===== config.mk =====
export PLATFORM = sky130hd
export DESIGN_NAME = sprite_engine
export DESIGN_NICKNAME = d
export VERILOG_FILES = /design/src/rtl/sprite_engine.sv
export SDC_FILE = /design/constraint.sdc
export NUM_CORES = 1
export LEC_CHECK = 0
export CORE_ASPECT_RATIO = 1.75
export CORE_MARGIN = 3
export CORE_UTILIZATION = 60
export CTS_BUF_LIST = sky130_fd_sc_hd__clkbuf_4 sky130_fd_sc_hd__clkbuf_8
export DETAILED_ROUTE_END_ITERATION = 8
export HOLD_SLACK_MARGIN = 0.15
export PLACE_DENSITY = 0.75
export SLEW_MARGIN = 20
export SYNTH_ARGS = -nofsm -noshare
export SYNTH_HDL_FRONTEND = slang
export SYNTH_SLANG_ARGS = --single-unit
export TNS_END_PERCENT = 20

===== constraint.sdc =====
create_clock -name clk -period 3.9 [get_ports clk]
set_input_delay 0.39 -clock clk [delete_from_list [all_inputs] [get_ports clk]]
set_output_delay 0.39 -clock clk [all_outputs]
set_load 0.02 [all_outputs]

===== src/rtl/sprite_engine.sv =====
// sprite_engine: multi-sprite overlay renderer for the VGA test path.
// Shadow attributes are written at any time and copied to the live set at
// the start of each frame. The live set drives a combinational hit test
// against writable bitmap rows. The winning pixel and the sprite-sprite
// collision flags are then registered.
module sprite_engine #(
    parameter int NUM_SPRITES = 4,
    parameter int SPRITE_W    = 8,
    parameter int SPRITE_H    = 16,
    parameter int COORD_W     = 9,
    localparam int IDX_W      = (NUM_SPRITES > 1) ? $clog2(NUM_SPRITES) : 1,
    localparam int BM_AW      = $clog2(NUM_SPRITES * SPRITE_H)
) (
    input  logic                   clk,
    input  logic                   reset,
    input  logic                   display_on,
    input  logic [COORD_W-1:0]     hpos,
    input  logic [COORD_W-1:0]     vpos,
    input  logic                   vsync,
    input  logic                   attr_we,
    input  logic [IDX_W-1:0]       attr_sprite,
    input  logic [1:0]             attr_sel,
    input  logic [COORD_W-1:0]     attr_wdata,
    input  logic                   bm_we,
    input  logic [BM_AW-1:0]       bm_addr,
    input  logic [SPRITE_W-1:0]    bm_wdata,
    output logic [2:0]             rgb,
    output logic                   sprite_hit,
    output logic [NUM_SPRITES-1:0] collision,
    output logic                   frame_start
);

    localparam int DX_W     = $clog2(SPRITE_W);
    localparam int DY_W     = $clog2(SPRITE_H);
    localparam int BM_DEPTH = NUM_SPRITES * SPRITE_H;

    // ctrl layout: [5]=enable, [4]=vflip, [3]=hflip, [2:0]=colour
    logic [COORD_W-1:0]     shadow_x  [NUM_SPRITES];
    logic [COORD_W-1:0]     shadow_y  [NUM_SPRITES];
    logic [5:0]             shadow_ctrl [NUM_SPRITES];
    logic [COORD_W-1:0]     live_x    [NUM_SPRITES];
    logic [COORD_W-1:0]     live_y    [NUM_SPRITES];
    logic [5:0]             live_ctrl [NUM_SPRITES];
    logic [SPRITE_W-1:0]    bitmap    [BM_DEPTH];

    logic                   vsync_q;
    logic                   boundary;
    logic [NUM_SPRITES-1:0] opaque;
    logic [NUM_SPRITES-1:0] coll_acc;
    logic [NUM_SPRITES-1:0] coll_term;
    logic                   multi_hit;
    logic [2:0]             pix_color;

    assign boundary  = vsync && !vsync_q;
    assign multi_hit = |(opaque & (opaque - NUM_SPRITES'(1)));
    assign coll_term = (display_on && multi_hit) ? opaque : '0;

    // Shadow writes from the host, and the shadow-to-live copy at the frame boundary
    always_ff @(posedge clk) begin
        if (reset) begin
            for (int i = 0; i < NUM_SPRITES; i++) begin
                shadow_x[i]    <= '0;
                shadow_y[i]    <= '0;
                shadow_ctrl[i] <= '0;
                live_x[i]      <= '0;
                live_y[i]      <= '0;
                live_ctrl[i]   <= '0;
            end
        end else begin
            if (boundary) begin
                live_x    <= shadow_x;
                live_y    <= shadow_y;
                live_ctrl <= shadow_ctrl;
            end
            if (attr_we && (int'(attr_sprite) < NUM_SPRITES)) begin
                case (attr_sel)
                    2'd0:    shadow_x[attr_sprite]    <= attr_wdata;
                    2'd1:    shadow_y[attr_sprite]    <= attr_wdata;
                    2'd2:    shadow_ctrl[attr_sprite] <= attr_wdata[5:0];
                    default: ;
                endcase
            end
        end
    end

    // Bitmap RAM is not cleared by reset, but reset still blocks a write in its cycle
    always_ff @(posedge clk) begin
        if (!reset && bm_we && (int'(bm_addr) < BM_DEPTH)) begin
            bitmap[bm_addr] <= bm_wdata;
        end
    end

    // Per-sprite hit test. Offsets wrap modulo 2^COORD_W, so sprites can straddle the edge.
    for (genvar g = 0; g < NUM_SPRITES; g++) begin : g_hit
        logic [COORD_W-1:0] dx;
        logic [COORD_W-1:0] dy;
        logic               in_box;
        logic [DY_W-1:0]    row;
        logic [DX_W-1:0]    col;
        logic [BM_AW-1:0]   addr;

        assign dx     = hpos - live_x[g];
        assign dy     = vpos - live_y[g];
        assign in_box = live_ctrl[g][5] && (dx < COORD_W'(SPRITE_W)) && (dy < COORD_W'(SPRITE_H));
        assign row    = live_ctrl[g][4] ? (DY_W'(SPRITE_H - 1) - dy[DY_W-1:0]) : dy[DY_W-1:0];
        assign col    = live_ctrl[g][3] ? dx[DX_W-1:0] : (DX_W'(SPRITE_W - 1) - dx[DX_W-1:0]);
        assign addr   = BM_AW'(g * SPRITE_H) + BM_AW'(row);
        assign opaque[g] = in_box && bitmap[addr][col];
    end

    // Priority select: scanning from the top index down lets sprite 0 win
    always_comb begin
        pix_color = '0;
        for (int i = NUM_SPRITES - 1; i >= 0; i--) begin
            if (opaque[i]) begin
                pix_color = live_ctrl[i][2:0];
            end
        end
    end

    // Registered pixel output, frame pulse and per-frame collision accumulation
    always_ff @(posedge clk) begin
        if (reset) begin
            rgb         <= '0;
            sprite_hit  <= 1'b0;
            collision   <= '0;
            coll_acc    <= '0;
            vsync_q     <= 1'b0;
            frame_start <= 1'b0;
        end else begin
            vsync_q     <= vsync;
            frame_start <= boundary;
            rgb         <= display_on ? pix_color : 3'd0;
            sprite_hit  <= display_on && (|opaque);
            if (boundary) begin
                collision <= coll_acc;
                coll_acc  <= coll_term;
            end else begin
                coll_acc  <= coll_acc | coll_term;
            end
        end
    end

endmodule


# Word-level counts from Yosys, hierarchy flattened
# Memory sizes are Yosys's and may differ from the RTL's.
# Index checks and enable logic that the tools add are counted.
[totals]
ff_bits = 206
mem_bits_rw = 512
input_bits = 51
out_inout_bits = 9
n_memories = 1
[op_classes]
addsub = 20
magnitude_cmp = 14
n_eq_ne = 2
n_mux = 31
n_bitwise = 4
reduce_logical = 26
[mem_list]
columns = ["memory", "words", "word_bits", "rd", "rd_ports_with_merged_regs", "wr", "line", "source"]
rows = [
  ["bitmap", 64, 8, 4, 0, 1, "44", "logic [SPRITE_W-1:0] bitmap [BM_DEPTH];"],
]
[op_table]
columns = ["operator", "count"]
rows = [
  ["bitwise mux 36 bit", 2],
  ["subtractor 9 bit", 8],
  ["< comparator 9 x 4 -> 1 bit, second input constant", 4],
  ["< comparator 9 x 5 -> 1 bit, second input constant", 4],
  ["bitwise mux 24 bit", 1],
  ["two-way mux 3 bit", 8],
  ["two-way mux 4 bit", 6],
  ["demux 9 bit (select 2 bit)", 1],
  ["logical AND 1 bit", 17],
  ["< comparator 3 x 4 -> 1 bit, second input constant", 4],
  ["subtractor 4 bit, first input constant", 4],
  ["binary-select mux 1 bit (select 3 bit)", 4],
  ["demux 6 bit (select 2 bit)", 1],
  ["subtractor 3 bit, first input constant", 4],
  ["two-way mux 9 bit", 1],
  ["OR reduction 4 bit", 2],
  ["adder 5 x 4 -> 6 bit, first input constant", 1],
  ["adder 5 x 5 -> 6 bit, first input constant", 1],
  ["adder 6 x 4 -> 6 bit, first input constant", 1],
  ["two-way mux 1 bit", 6],
  ["two-way mux 6 bit", 1],
  ["AND reduction 2 bit", 3],
  ["AND 4 bit", 1],
  ["bitwise OR 4 bit", 1],
  ["other kinds (10)", 11],
]

# Logic depth before layout (Yosys ltp)
# Gate-level depths: netlist of run 1.
# An unclocked memory read counts as a cell.
[depth]
ltp_word = 15
mapped_depth = 17
depth_no_buf = 14

# Worst setup path before layout of run 1
# No wires, ideal clock.
[synth_timing]
path_type = "input -> register"
start = "in vpos[0]"
end = "reg coll_acc[1]"
t_arrival_ns = 3.348
setup_slack_ns = 0.423
path_stages = 15
path_buffers = 2
path_cell_list = "inv_1 -> ha_1 -> fa_1 -> xnor2_2 -> buf_2 -> mux2i_2 -> nand3_1 -> nand4_1 -> o21ai_1 -> a311o_1 -> a222oi_1 -> a211o_1 -> buf_6 -> nor3b_2 -> o31ai_2"
[synth_between]
elab_chain_len = 15
word_cells_on_any_way = 43
[synth_rtl]
columns = ["element", "line", "source"]
rows = [
  ["start: declaration", "18", "input logic [COORD_W-1:0] vpos,"],
  ["subtractor 9 bit", "103", "assign dy = vpos - live_y[g];"],
  ["subtractor 4 bit", "105", "assign row = live_ctrl[g][4] ? (DY_W'(SPRITE_H - 1) - dy[DY_W-1:0]) : dy[DY_W-1:0];"],
  ["two-way mux 4 bit", "105", ""],
  ["adder 6 x 4 -> 6 bit (tied with other cells)", "107", "assign addr = BM_AW'(g * SPRITE_H) + BM_AW'(row);"],
  ["memory (64 x 8 bit)", "n/a", ""],
  ["binary-select mux 1 bit (select 3 bit)", "108", "assign opaque[g] = in_box && bitmap[addr][col];"],
  ["two-way mux 1 bit (not written as such)", "108", ""],
  ["logical AND 1 bit", "108", ""],
  ["subtractor 4 x 1 -> 4 bit", "55", "assign multi_hit = |(opaque & (opaque - NUM_SPRITES'(1)));"],
  ["AND 4 bit", "55", ""],
  ["OR reduction 4 bit", "55", ""],
  ["logical AND 1 bit", "56", "assign coll_term = (display_on && multi_hit) ? opaque : '0;"],
  ["two-way mux 4 bit *", "56", ""],
  ["bitwise OR 4 bit", "139", "coll_acc <= coll_acc | coll_term;"],
  ["two-way mux 4 bit *", "135", "if (boundary) begin"],
  ["end signal: assignment", "137", "coll_acc <= coll_term;"],
  ["end signal: assignment", "139", ""],
  ["end: declaration", "49", "logic [NUM_SPRITES-1:0] coll_acc;"],
]
# Every way passes the cells marked *; elsewhere a longest branch is shown, timed or not. The select of a mux whose other input is x is not followed.
# A chain may end at the register's enable or synchronous reset.

# Worst setup path after layout of run 1
# Ends and elaborated chain as after synthesis.

==> results of run 1 <==
[power breakdown]
part	internal [mW]	switching, mW	total (mW)	leakage, nW
sequential	8.20	0.0179	8.22	6.26
combinational	0.657	0.887	1.54	5.77
clock	3.14	2.80	5.94	1.08
[per-stage QoR]
step	hold WS (ns)	util [%]	total power, mW	instance area, µm²	setup slack [ns]
floorplan	0.406	-	9.22	32400	0.423
global placement	0.436	65.9	9.87	35200	-0.535
detailed placement	0.444	65.9	9.91	35200	-0.640
CTS	0.251	69.7	15.8	37200	0.0193
global route	0.239	69.8	16.3	37300	-0.0125
finish	0.234	69.8	15.7	37300	0.130
[final cells by class]
cell class | count | area share, %
Antenna cell | 1 | 0.00671
Clock buffer | 124 | 4.21
Clock inverter | 61 | 1.27
Inverter | 75 | 0.755
Multi-Input combinational cell | 1557 | 32.3
Sequential cell | 718 | 52.3
Tap cell | 684 | 2.30
Timing Repair Buffer | 274 | 6.90
[state kept, by name, indices dropped and copies added, names as in the netlist]
| register | cells |
|---|---|
| frame_start | 1 |
| live_y | 36 |
| shadow_x | 36 |
| live_x | 36 |
| sprite_hit | 1 |
| coll_acc | 4 |
| shadow_y | 36 |
| live_ctrl | 24 |
| shadow_ctrl | 24 |
| bitmap | 512 |
| vsync_q | 1 |
| rgb | 3 |
| collision | 4 |
[worst max-delay path, delay by kind of cell]
kind / cells / cell delay, ns
AOI/OAI and AO/OA: 6 / 1.46
buffers and inverters: 4 / 1.06
adders and majority gates: 2 / 0.88
and+or+nand+nor: 3 / 0.43
xor gates and xnor gates: 1 / 0.13
[cells in the final DEF, fill, tap and decap left out, types with 17 or more instances in the layout]
cell type,synthesis,layout
edfxtp_1,512,512
nand2_1,375,375
nor2_1,217,217
dfxtp_1,206,206
buf_4,7,189
mux2i_1,143,143
a21oi_1,128,128
mux4_2,125,125
clkbuf_8,0,102
inv_1,75,75
nand3_1,64,64
ha_1,64,62
clkdlybuf4s50_1,0,50
xnor2_1,39,37
o21ai_0,34,34
buf_12,1,31
clkinv_1,0,28
xor2_1,27,27
nand2b_1,23,22
clkbuf_4,0,22
nor3_1,20,19
clkinv_2,0,19
a32oi_1,18,18
nor2b_1,18,17
nand4_1,17,17
[final timing paths]
check                            startpoint            end  slack [ns]
worst max register to register   live_y[27]    coll_acc[1]        0.14
worst min register to register  shadow_y[2]      live_y[2]        0.45
worst max-delay path                vpos[0]    coll_acc[1]        0.13
worst min-delay path            bm_wdata[4]  bitmap[62][4]        0.23
[kinds of logic (layout without fill, tap and decap cells)]
kind of cell / Yosys count / after routing
compound gates: 300 / 300
fa+ha+maj: 72 / 72
buf+inv: 213 / 534
xor+xnor: 75 / 75
simple gates: 826 / 826
other cells: 0 / 1
flops: 718 / 718
mux: 284 / 284
[timing repair]
item	CTS	global route
endpoints found under the setup margin	0	8
gates resized for setup	0	8
buffers inserted	0	0
[metal layers]
| layer | track usage (%) | up-vias |
|---|---|---|
| met5 | 0 | - |
| met4 | 19.9 | 0 |
| met3 | 4.40 | 290 |
| met2 | 52.5 | 784 |
| met1 | 31.7 | 10507 |
| li1 | - | 9688 |
==> impl_results.md, run 1 <==
- Synth Area in Adders: 2.97%
- Placed cell count: 3308
- Routed length on met2: 43400 µm
- Avg Vias per Cell: 6.09
- Post-Layout Cell Count: 3494
- Seq cells post-synth: 718
- Fmax: 265 MHz
- Post-route ant nets: 0
- Status: complete, no violations
- Most frequent cells after synthesis: edfxtp_1, nand2_1, nor2_1, dfxtp_1, mux2i_1
- WL/cell: 23.8 µm
- Static Leak: 13.1 nW
- CP Launch Type: input pin
- Max Buffers Root-to-Sink: 3
- Worst VDD drop: 0.000358 V
- Period minus WS final: 3.77 ns
- RSZ-0062 raised after global routing: true
- Post-synthesis simple-gate area fraction: 11.4%
- First-pass GRT wire length: 126000 µm
- Reg clk slew, reported paths: 0.07 ns
- Crit Path Class: in2reg
- Total gr overflow: 0
- Clock latency at the later pin of the worst-skew pair: 0.70 ns
- Worst hold path depth: 1
- Fraction of registers with async set/reset: 0%
- Die height: 313 µm
- WL final: 83200 µm
- # IOs: 60
- Max Cap Viol: 0
- Layout fillers: 3717
- EDFF count, synth: 512
- Synth top area cells: edfxtp_1, dfxtp_1, mux4_2
- Post-synth top area share: 47.5%
- CTS Buf Count: 101
- Synthesized area: 0.0324 mm²
- Nets: 2850
- Synth Warn #: 0
- Vias in the first global route: 22080
- P&R area growth vs syn: 15.2%
- WP data arrival: 4.36 ns
- TNS Setup: 0 ns
- Clock sinks: 718
- Layout cells sized above 1: 19.9%
- Main combinational cell family by area after synthesis: multiplexers
- Row cnt: 112
- Pwr/cell area: 421 mW/mm²
- Routability cong.: 0.936
- Die X-Extent: 182 µm
- Rel. slew slack: 25.0%
- Final setup violation count: 0
- Critical path's slowest cell: fa_1
- DP HPWL: 59400 µm
- Antenna violations before repair: 1
- Worst reg-to-reg path cell count: 14
- Multi-input gate area: 0.0120 mm²
- Post-Synth XOR/XNOR Area: 2.36%
- Crit path largest cell delay: 0.66 ns
- Setup Skew: 0.0376 ns
- Post-Route M1 WL: 28900 µm
- Input/output buffers: 59
- HP Class: in2reg
- Highest routed layer: met4
- Yosys cell types: 93
- Synth Instances: 2488
- Sequential cell area: 0.0195 mm²
- CTS tree: done
- CTS Hold Bufs: 0
- Critical path cell sequence: clkdlybuf4s50_1, inv_1, ha_2, fa_1, buf_4, xor2_1, buf_12, nand2_1, a32oi_1, nand4_1, o21ai_1, a311o_1, a222oi_1, a211o_2, nor3b_2, o31ai_2
- Iteration-0 DRC Markers: 1424
- Worst-Margin Slew: 1.12 ns
- CP Data Required Time: 4.49 ns
- Top FF cell, synth: edfxtp_1
- Final period util: 96.7%
- GRT Overall Usage: 29.3%
- Slew Viols, Final: 0
- Crit. End Element: flop
- Initial Util: 60.6%
- Clock root buffer: clkbuf_8
- Synth Area in Compound Gates: 6.00%
- H-tree depth: 3
- Sequential share of the synthesized area: 60.2%
- Most numerous cell in the Yosys netlist: edfxtp_1
- Core area: 0.0534 mm²
- Largest net degree at the start of global routing: 106
- Syn Area/Cell: 13.0 µm²
- Post-synthesis mux area share: 14.1%
- Residual DRC count: 0
- Post-synth net total: 2611
- Post-synth top area cell: edfxtp_1
- Crit-path max FO: 16
- TritonRoute pass-1 iters: 7
- Die Area: 0.0569 mm²
- Final Hold Vio Count: 0
- DR vias: 21269
- Metal3 WL: 4270 µm
(Power assumes the default switching activity.)
==> run 2: changes to the inputs <==
Settings changed: CTS_CLUSTER_SIZE from default to 14, GPL_TIMING_DRIVEN from default to 0.
==> run 2 against run 1 <==
Against the previous run:
- the run now ends with negative setup slack left
- flip-flop and latch count is the same
- wire length is 5.9% higher
- critical path type is now reg2reg
- power grew 1.1%
- clock power rose by 3.7%
==> impl_results.md, run 2 (same netlist as run 1, synthesis figures left out) <==
- Die X-Extent: 182 µm
- Pwr/cell area: 432 mW/mm²
- Max Cap Viol: 0
- CP Data Required Time: 4.49 ns
- Post-Layout Cell Count: 3435
- Die height: 313 µm
- Clock root buffer: clkbuf_8
- Static Leak: 12.5 nW
- DP HPWL: 63100 µm
- Slew Viols, Final: 0
- Placed cell count: 3230
- Sequential cell area: 0.0195 mm²
- Reg clk slew, reported paths: 0.08 ns
- CTS Buf Count: 96
- Largest net degree at the start of global routing: 65
- Crit. End Element: flop
- CP Launch Type: flop
- Most flops, register: bitmap
- Failing checks: negative setup slack
- Crit-path max FO: 10
- RSZ-0062 raised after global routing: true
- Layout fillers: 3687
- WL/cell: 25.7 µm
- Commonest non-fill, non-tap cell in the layout: edfxtp_1
- Metal3 WL: 5150 µm
- Antenna violations before repair: 1
- Row cnt: 112
- HP Class: in2reg
- Setup WS pre-CTS: -1.39 ns
- Nets: 2793
- Residual DRC count: 0
- Final Hold Vio Count: 0
- Worst-Margin Slew: 1.19 ns
- Max Buffers Root-to-Sink: 3
- Clock latency at the later pin of the worst-skew pair: 0.71 ns
- Routability cong.: 0.949
- Core area: 0.0534 mm²
- CTS tree: done
- Post-route ant nets: 0
- Routed length on met2: 46700 µm
- WL final: 88200 µm
- Crit Path Class: reg2reg
- Worst setup margin: -0.0120 ns
- WP data arrival: 4.50 ns
- GRT Overall Usage: 30.8%
- # IOs: 60
- Rel. slew slack: 20.9%
- Clock sinks: 718
- Highest routed layer: met4
- Power Total: 15.9 mW
- Worst VDD drop: 0.000331 V
- TritonRoute pass-1 iters: 7
- Multi-input gate area: 0.0124 mm²
- Setup Skew: 0.0354 ns
- Layout cells sized above 1: 17.3%
- Most frequent cells in the layout: edfxtp_1, nand2_1, nor2_1
- Max reg flops: 512
- First-pass GRT wire length: 131000 µm
- R2R Setup Slk: -0.01 ns
- Avg Vias per Cell: 6.22
- Initial Util: 60.6%
- Final setup violation count: 2
- Post-Route M1 WL: 29300 µm
- P&R area growth vs syn: 13.6%
- Iteration-0 DRC Markers: 1716
- Status: finished, violations left
- Final period util: 100%
- Input/output buffers: 50
- Vias in the first global route: 22083
- Fmax: 256 MHz
- Die Area: 0.0569 mm²
- Total gr overflow: 0
- Period minus WS final: 3.91 ns
- H-tree depth: 3
- DR vias: 21371
-- run 2: what timing repair did --
| action | 4_1_cts | 5_1_grt |
|---|---|---|
| buffers inserted | 12 | 11 |
| hold buffers | 5 | 0 |
| endpoints found under the hold margin | 43 | 0 |
| setup endpoints to repair | 8 | 8 |
| cloned | 0 | 1 |
| pin swaps | 8 | 11 |
| resized for setup | 66 | 64 |
-- run 2: worst paths after layout --
kind	start	endpoint	depth (start not counted)
setup reg to reg	live_y[9]	coll_acc[1]	14
hold reg to reg	shadow_ctrl[14]	live_ctrl[14]	2
hold / removal	bm_wdata[2]	bitmap[30][2]	1
setup / recovery	live_y[9]	coll_acc[1]	14
-- run 2: through the flow --
step                instance area [µm²]  util (%)  setup TNS [ns]  hold WS (ns)
global placement                  33700      63.2           -9.87         0.437
CTS                               36400      68.2               0         0.221
detailed placement                33900      63.4          -10.17         0.444
global route                      36800      68.9          -0.260         0.264
floorplan                         32400         -               0         0.406
finish                            36800      68.9         -0.0177         0.272
-- run 2: per-layer routing --
layer | GRT usage (%) | vias up
li1 | - | 9564
met1 | 32.9 | 10541
met2 | 55.3 | 952
met3 | 4.72 | 314
met4 | 21.8 | 0
met5 | 0 | -
-- run 2: area by class of cell --
class	count	area share [%]
diodes	1	0.00681
plain buffers	135	2.05
clock buffers	121	4.21
clock inverters	57	1.48
inverters	75	0.766
multi-input cells	1557	33.8
flip-flops and latches	718	53.0
well taps	684	2.33
repair buffers	87	2.35
-- run 2: critical path, stage by stage (launching register included) --
cell	delay [ns]
dfxtp_1	0.37
ha_2	0.22
fa_2	0.56
xnor2_4	0.35
buf_6	0.20
buf_6	0.17
mux4_2	0.33
mux2i_2	0.26
o21ai_1	0.16
a221oi_2	0.40
a211oi_2	0.12
buf_4	0.18
and2_4	0.18
nor3b_2	0.20
o31ai_2	0.07
-- run 2: power by group --
| group | leakage (nW) | switching (mW) | internal [mW] |
|---|---|---|---|
| Sequential | 6.26 | 0.0171 | 8.19 |
| Combinational | 5.13 | 0.934 | 0.573 |
| Clock | 1.08 | 2.87 | 3.29 |
| Total | 12.5 | 3.82 | 12.1 |
